<file path="src/rtl/ram_be_clr_if.sv">
// ram_be_clr_if: bus bundle for ram_be_clr (clear request/busy, byte-enabled write port, registered read port)
// master drives clr/we/be/wadr/din/re/radr; slave drives busy/dout/dvalid
// RAM_PARITY_EN adds perr_inj (master) and perr (slave)
interface ram_be_clr_if #(
  parameter int ADDR_W = 4,
  parameter int DATA_W = 32
);
  localparam int NB = DATA_W / 8;
  logic clr, busy, we, re, dvalid;
  logic [NB-1:0] be;
  logic [ADDR_W-1:0] wadr, radr;
  logic [DATA_W-1:0] din, dout;
`ifdef RAM_PARITY_EN
  logic perr_inj, perr;
  modport master(output clr, we, be, wadr, din, re, radr, perr_inj, input busy, dout, dvalid, perr);
  modport slave(input clr, we, be, wadr, din, re, radr, perr_inj, output busy, dout, dvalid, perr);
`else
  modport master(output clr, we, be, wadr, din, re, radr, input busy, dout, dvalid);
  modport slave(input clr, we, be, wadr, din, re, radr, output busy, dout, dvalid);
`endif
endinterface

</file>
<file path="src/rtl/ram_be_clr.sv">
// ram_be_clr: simple dual-port RAM with byte enables, registered write-first read and a clear engine
// ports: clk, rst (sync active-high), bus (ram_be_clr_if.slave: clr/busy, we/be/wadr/din, re/radr/dout/dvalid)
// RAM_PARITY_EN: per-byte even parity storage, perr_inj on writes, perr flagged alongside dvalid
module ram_be_clr #(
  parameter int ADDR_W = 4,
  parameter int DATA_W = 32,
  parameter logic [DATA_W-1:0] CLR_VAL = '0
) (
  input logic clk,
  input logic rst,
  ram_be_clr_if.slave bus
);
  localparam int NB = DATA_W / 8;
  localparam int DEPTH = 1 << ADDR_W;
  typedef enum logic {IDLE, CLEAR} state_t;
  state_t state;
  logic [ADDR_W-1:0] cnt;
  logic [DATA_W-1:0] mem [DEPTH];
  logic [DATA_W-1:0] rd;
  logic idle, hit;
  assign idle = state == IDLE;
  assign hit = idle && bus.we && bus.wadr == bus.radr;
  assign bus.busy = !idle;
`ifdef RAM_PARITY_EN
  logic [NB-1:0] par [DEPTH];
  logic [NB-1:0] clr_par, wpar, rpar, rd_par;
`endif
  // read data is merged with the same-cycle write per byte (write-first)
  genvar g;
  for (g = 0; g < NB; g++) begin : g_lane
    assign rd[8*g+:8] = hit && bus.be[g] ? bus.din[8*g+:8] : mem[bus.radr][8*g+:8];
`ifdef RAM_PARITY_EN
    assign clr_par[g] = ^CLR_VAL[8*g+:8];
    assign wpar[g] = ^bus.din[8*g+:8] ^ bus.perr_inj;
    assign rpar[g] = hit && bus.be[g] ? wpar[g] : par[bus.radr][g];
    assign rd_par[g] = ^rd[8*g+:8];
`endif
  end
  always_ff @(posedge clk) begin
    if (!rst && !idle) begin
      mem[cnt] <= CLR_VAL;
`ifdef RAM_PARITY_EN
      par[cnt] <= clr_par;
`endif
    end else if (!rst && bus.we) begin
      for (int i = 0; i < NB; i++) begin
        if (bus.be[i]) begin
          mem[bus.wadr][8*i+:8] <= bus.din[8*i+:8];
`ifdef RAM_PARITY_EN
          par[bus.wadr][i] <= wpar[i];
`endif
        end
      end
    end
  end
  always_ff @(posedge clk) begin
    if (rst) begin
      state <= CLEAR;
      cnt <= '0;
      bus.dout <= '0;
      bus.dvalid <= 1'b0;
`ifdef RAM_PARITY_EN
      bus.perr <= 1'b0;
`endif
    end else begin
      bus.dvalid <= idle && bus.re;
      if (idle && bus.re) bus.dout <= rd;
`ifdef RAM_PARITY_EN
      bus.perr <= idle && bus.re && |(rpar ^ rd_par);
`endif
      if (!idle) begin
        cnt <= cnt + 1'b1;
        if (&cnt) state <= IDLE;
      end else if (bus.clr) begin
        state <= CLEAR;
        cnt <= '0;
      end
    end
  end
endmodule

</file>
<file path="src/flat_wrapper.sv">
// flat-port wrapper written by rule: the top's interface ports become plain ports
module ram_be_clr_flat 
#(
  parameter int ADDR_W = 4,
  parameter int DATA_W = 32,
  parameter logic [DATA_W-1:0] CLR_VAL = '0
)
  (clk, rst, bus_clr, bus_we, bus_be, bus_wadr, bus_din, bus_re, bus_radr, bus_busy, bus_dout, bus_dvalid);
  ram_be_clr_if #(.ADDR_W(ADDR_W), .DATA_W(DATA_W)) bus_i ();
  input logic clk;
  input logic rst;
  input wire logic [$bits(bus_i.clr)-1:0] bus_clr;
  input wire logic [$bits(bus_i.we)-1:0] bus_we;
  input wire logic [$bits(bus_i.be)-1:0] bus_be;
  input wire logic [$bits(bus_i.wadr)-1:0] bus_wadr;
  input wire logic [$bits(bus_i.din)-1:0] bus_din;
  input wire logic [$bits(bus_i.re)-1:0] bus_re;
  input wire logic [$bits(bus_i.radr)-1:0] bus_radr;
  output wire logic [$bits(bus_i.busy)-1:0] bus_busy;
  output wire logic [$bits(bus_i.dout)-1:0] bus_dout;
  output wire logic [$bits(bus_i.dvalid)-1:0] bus_dvalid;
  assign bus_i.clr = bus_clr;
  assign bus_i.we = bus_we;
  assign bus_i.be = bus_be;
  assign bus_i.wadr = bus_wadr;
  assign bus_i.din = bus_din;
  assign bus_i.re = bus_re;
  assign bus_i.radr = bus_radr;
  assign bus_busy = bus_i.busy;
  assign bus_dout = bus_i.dout;
  assign bus_dvalid = bus_i.dvalid;
  ram_be_clr #(.ADDR_W(ADDR_W), .DATA_W(DATA_W), .CLR_VAL(CLR_VAL)) u_core (.clk(clk), .rst(rst), .bus(bus_i));
endmodule
</file>
<file path="config.mk">
export PLATFORM = sky130hd
export DESIGN_NAME = ram_be_clr_flat
export DESIGN_NICKNAME = d
export VERILOG_FILES = /design/src/rtl/ram_be_clr_if.sv /design/src/rtl/ram_be_clr.sv /design/src/flat_wrapper.sv
export SDC_FILE = /design/constraint.sdc
export NUM_CORES = 1
export LEC_CHECK = 0
export ABC_AREA = 1
export ABC_CLOCK_PERIOD_IN_PS = 2800
export CORE_MARGIN = 8
export CORE_UTILIZATION = 55
export CTS_BUF_LIST = sky130_fd_sc_hd__clkbuf_8
export CTS_CLUSTER_DIAMETER = 50
export DETAILED_ROUTE_END_ITERATION = 7
export PLACE_DENSITY = 0.7
export SLEW_MARGIN = 20
export SYNTH_ARGS = -nofsm -noshare
export SYNTH_HDL_FRONTEND = slang
export SYNTH_SLANG_ARGS = --single-unit
</file>
<file path="constraint.sdc">
create_clock -name clk -period 2.8 [get_ports clk]
set_input_delay 0.42 -clock clk [delete_from_list [all_inputs] [get_ports clk]]
set_output_delay 0.42 -clock clk [all_outputs]
set_load 0.02 [all_outputs]
</file>
==> impl_results.md, run 1 <==
- Crit end category: flop
- Layout cells sized above 1: 12.78%
- Period utilization: 86.37%
- Synth async-reset ratio: 0%
- Setup Buffers After CTS: 0
- Syn Nets: 2003
- CTS H-Tree Depth: 3
- Power Density: 625.4 mW/mm2
- Fin nets: 2184
- Sequential element share of the synthesized area: 71.36%
- Syn Inst Count: 1953
- Cell count after placement: 2580
- Final wirelength: 59190 um
- Core area: 0.04074 mm2
- Leading cell type in the layout, fill and taps excluded: edfxtp_1
- Die Footprint: 0.04786 mm2
- Starting Density: 55.50%
- Detail Route Antenna Nets: 0
- DRT Pass-1 Iters: 6
- Outcome: completed
- Reg2reg path depth: 11
- Initial DRC Count: 1695
- Final setup fails: 0
- Crit path max fanout: 8
- CP dominant cell by count: buf_4
- CTS max path bufs: 3
- Reg area: 0.01614 mm2
- CP Cell Sequence: inv_2 -> o211ai_4 -> buf_4 -> nand3_1 -> nand2_4 -> inv_1 -> nor2_1 -> nand2_1 -> buf_4 -> nor2_1 -> buf_4
- Most frequent cells in the layout: 512 x edfxtp_1, 331 x nor2_1, 295 x nand2_1, 252 x o21ai_0, 142 x nand3_1
- Die Span X: 218.8 um
- Worst skew pair latency: 0.63 ns
- Kind of cell adding the most delay to the critical path: simple AND/OR/NAND/NOR gates
- Relative slew slack: 55.17%
- Hold Crit Endpoint: u_core.bus.busy$_SDFF_PP1_
- Peak Freq: 0.4135 GHz
- Non-Filler Instances: 2733
- Vias: 15.98k
- RSZ-0062 raised after global routing: no
- Setup TNS: 0 ns
- Final core area utilization: 64.67%
- Layout area overhead: 16.52%
- Crit-path slowest cell: dfxtp_1
- I/O pins: 83
- Endpoints failing hold: 0
- Slew Viols, Final: 0
- Number of hold buffers added after cts: 0
- Critical path class: flop to flop
- Max VDD drop: 0.3767 mV
- Buf/Inv on CP: 5
- Residual DRC: 0
- Post-cts resize count: 0
- Initial antenna violation count: 2
- Vias in the first global route: 15.54k
- Filler instances: 3107
- Yosys Warn Count: 0
- GRT Overall Usage: 24.62%
- Hold path depth: 3
- Tmin final: 2.418 ns
- Hold_sp: rst
- MaxCap Viol Count: 0
- GR Overflow Total: 0
- Port Buffers: 82
- TritonCTS Buffers: 84
- Cell Area, Synth: 0.02261 mm2
- Vias per std cell: 5.847
- First-pass GRT wire length: 90020 um
- FP Rows: 74
- Mean Syn Cell Area: 11.58 um2
- EDFF count, synth: 512
- Clock Skew: 0.02704 ns
- Drt wl/cell: 21.66 um
- CTS tree: yes
- Critical Path Max Stage Delay: 0.34 ns
- CP Launch Type: flop
- LEAKAGE: 10.16 nW
- Worst reg2reg path startpoint: u_core.bus.busy$_SDFF_PP1_
- Global placement routability congestion: 0.8756
- Multi-input logic area: 0.005722 mm2
- Pin count of the biggest net entering global routing: 79
- Total Power: 0.01648 W
- Slew @ Worst Pin: 0.6724 ns
- Critical path data required time: 3.11 ns
- Synth unique cells: 33
- Setup slack, reg-to-reg: 0.38 ns
- Reg2reg end: u_core.mem[11][17]$_DFFE_PP_
- Worst Path Arrival: 2.73 ns
- Yosys reg bits: 550
- Clock tree sinks: 550
- Clock slew seen by the registers of the worst setup and hold paths: 0.06 ns
- Die height: 218.8 um
- Detailed Place HPWL: 36090 um
- Clk root buf: clkbuf_8
- Worst hold path type: primary input to flop
- Primary FF master, synth: edfxtp_1
synth_stat cells (3+ instances only):
library cell,instances,share of area (%)
a21oi_1,35,0.77
buf_1,6,0.10
buf_2,25,0.55
buf_6,4,0.20
clkbuf_1,88,1.5
dfxtp_1,38,3.4
edfxtp_1,512,68
inv_1,50,0.83
nand2_1,295,4.9
nand2_2,10,0.28
nand2_4,5,0.25
nand3_1,142,3.1
nand3_4,4,0.31
nor2_1,331,5.5
nor2_8,3,0.27
o21ai_0,252,5.6
o21ai_1,7,0.15
o22ai_1,128,3.5
cell type report:
| class | count | area share, % |
|---|---|---|
| antenna | 2 | 0.01900 |
| clock buffer | 89 | 4.649 |
| clock inverter | 62 | 1.368 |
| inverter | 53 | 0.7788 |
| multi-input combinational | 1224 | 21.72 |
| sequential | 550 | 61.24 |
| tap | 532 | 2.526 |
| timing repair buffer | 221 | 7.698 |
per-stage QoR:
stage	worst slack [ns]	hold slack, ns	instance area [um2]
after floorplan	0.5124	0.4543	22610
after global placement	-0.1141	0.4545	24760
after detailed placement	-0.1644	0.4572	24760
after CTS	0.3845	0.1740	26340
after global routing	0.2820	0.1909	26350
final	0.3817	0.1963	26350
layer usage:
layer,up-vias,track usage [%],share of wire [%]
met3,151,4.134,8.3
met1,7690,32.79,40
li1,7360,-,-
met4,0,11.43,3.9
met2,779,39.41,48
met5,-,0,0
kinds of logic (layout without fill, tap and decap cells):
kind of cell    after synthesis  in the layout  synth area share (%)
other cells                   0              2                     0
buf+inv                     179            425                 3.337
fa+ha+maj                     1              1               0.05533
flops                       550            550                 71.36
compound gates              426            426                 10.30
simple gates                797            797                 14.95
sequential cells by signal (all words and copies together), names as in the netlist:
| name | flops |
|---|---|
| u_core.mem | 512 |
| u_core.bus.dout | 32 |
| u_core.cnt | 4 |
| u_core.bus.busy | 1 |
| u_core.bus.dvalid | 1 |
where the power goes:
group	internal, W	leakage (nW)	switching (W)	total, W
logic	0.000397	3.51	0.000753	0.00115
clock network	0.00331	0.874	0.00302	0.00633
registers	0.00897	5.77	0.0000271	0.00900
worst min-delay path, stage by stage:
cell     delay (ns)
buf_2          0.16
inv_1          0.11
o21ai_0        0.08
how the worst max path moves through the flow:
stage	start	endpoint	slack, ns	depth (start not counted)
2_1_floorplan	rst	u_core.mem[4][0]$_DFFE_PP_	0.51	11
3_3_place_gp	bus_be[1]	u_core.mem[11][16]$_DFFE_PP_	-0.11	11
3_5_place_dp	bus_be[0]	u_core.mem[11][20]$_DFFE_PP_	-0.16	11
4_1_cts	u_core.bus.busy$_SDFF_PP1_	u_core.mem[11][17]$_DFFE_PP_	0.38	11
5_1_grt	u_core.bus.busy$_SDFF_PP1_	u_core.mem[11][16]$_DFFE_PP_	0.28	11
6_report	u_core.bus.busy$_SDFF_PP1_	u_core.mem[11][17]$_DFFE_PP_	0.38	11
(Power assumes the default switching activity.)
==> inputs of run 2 (changes only) <==
- SLEW_MARGIN: 20 -> default
==> results of run 2 <==
The final DEF is identical to that of run 1; final timing and power are the same.
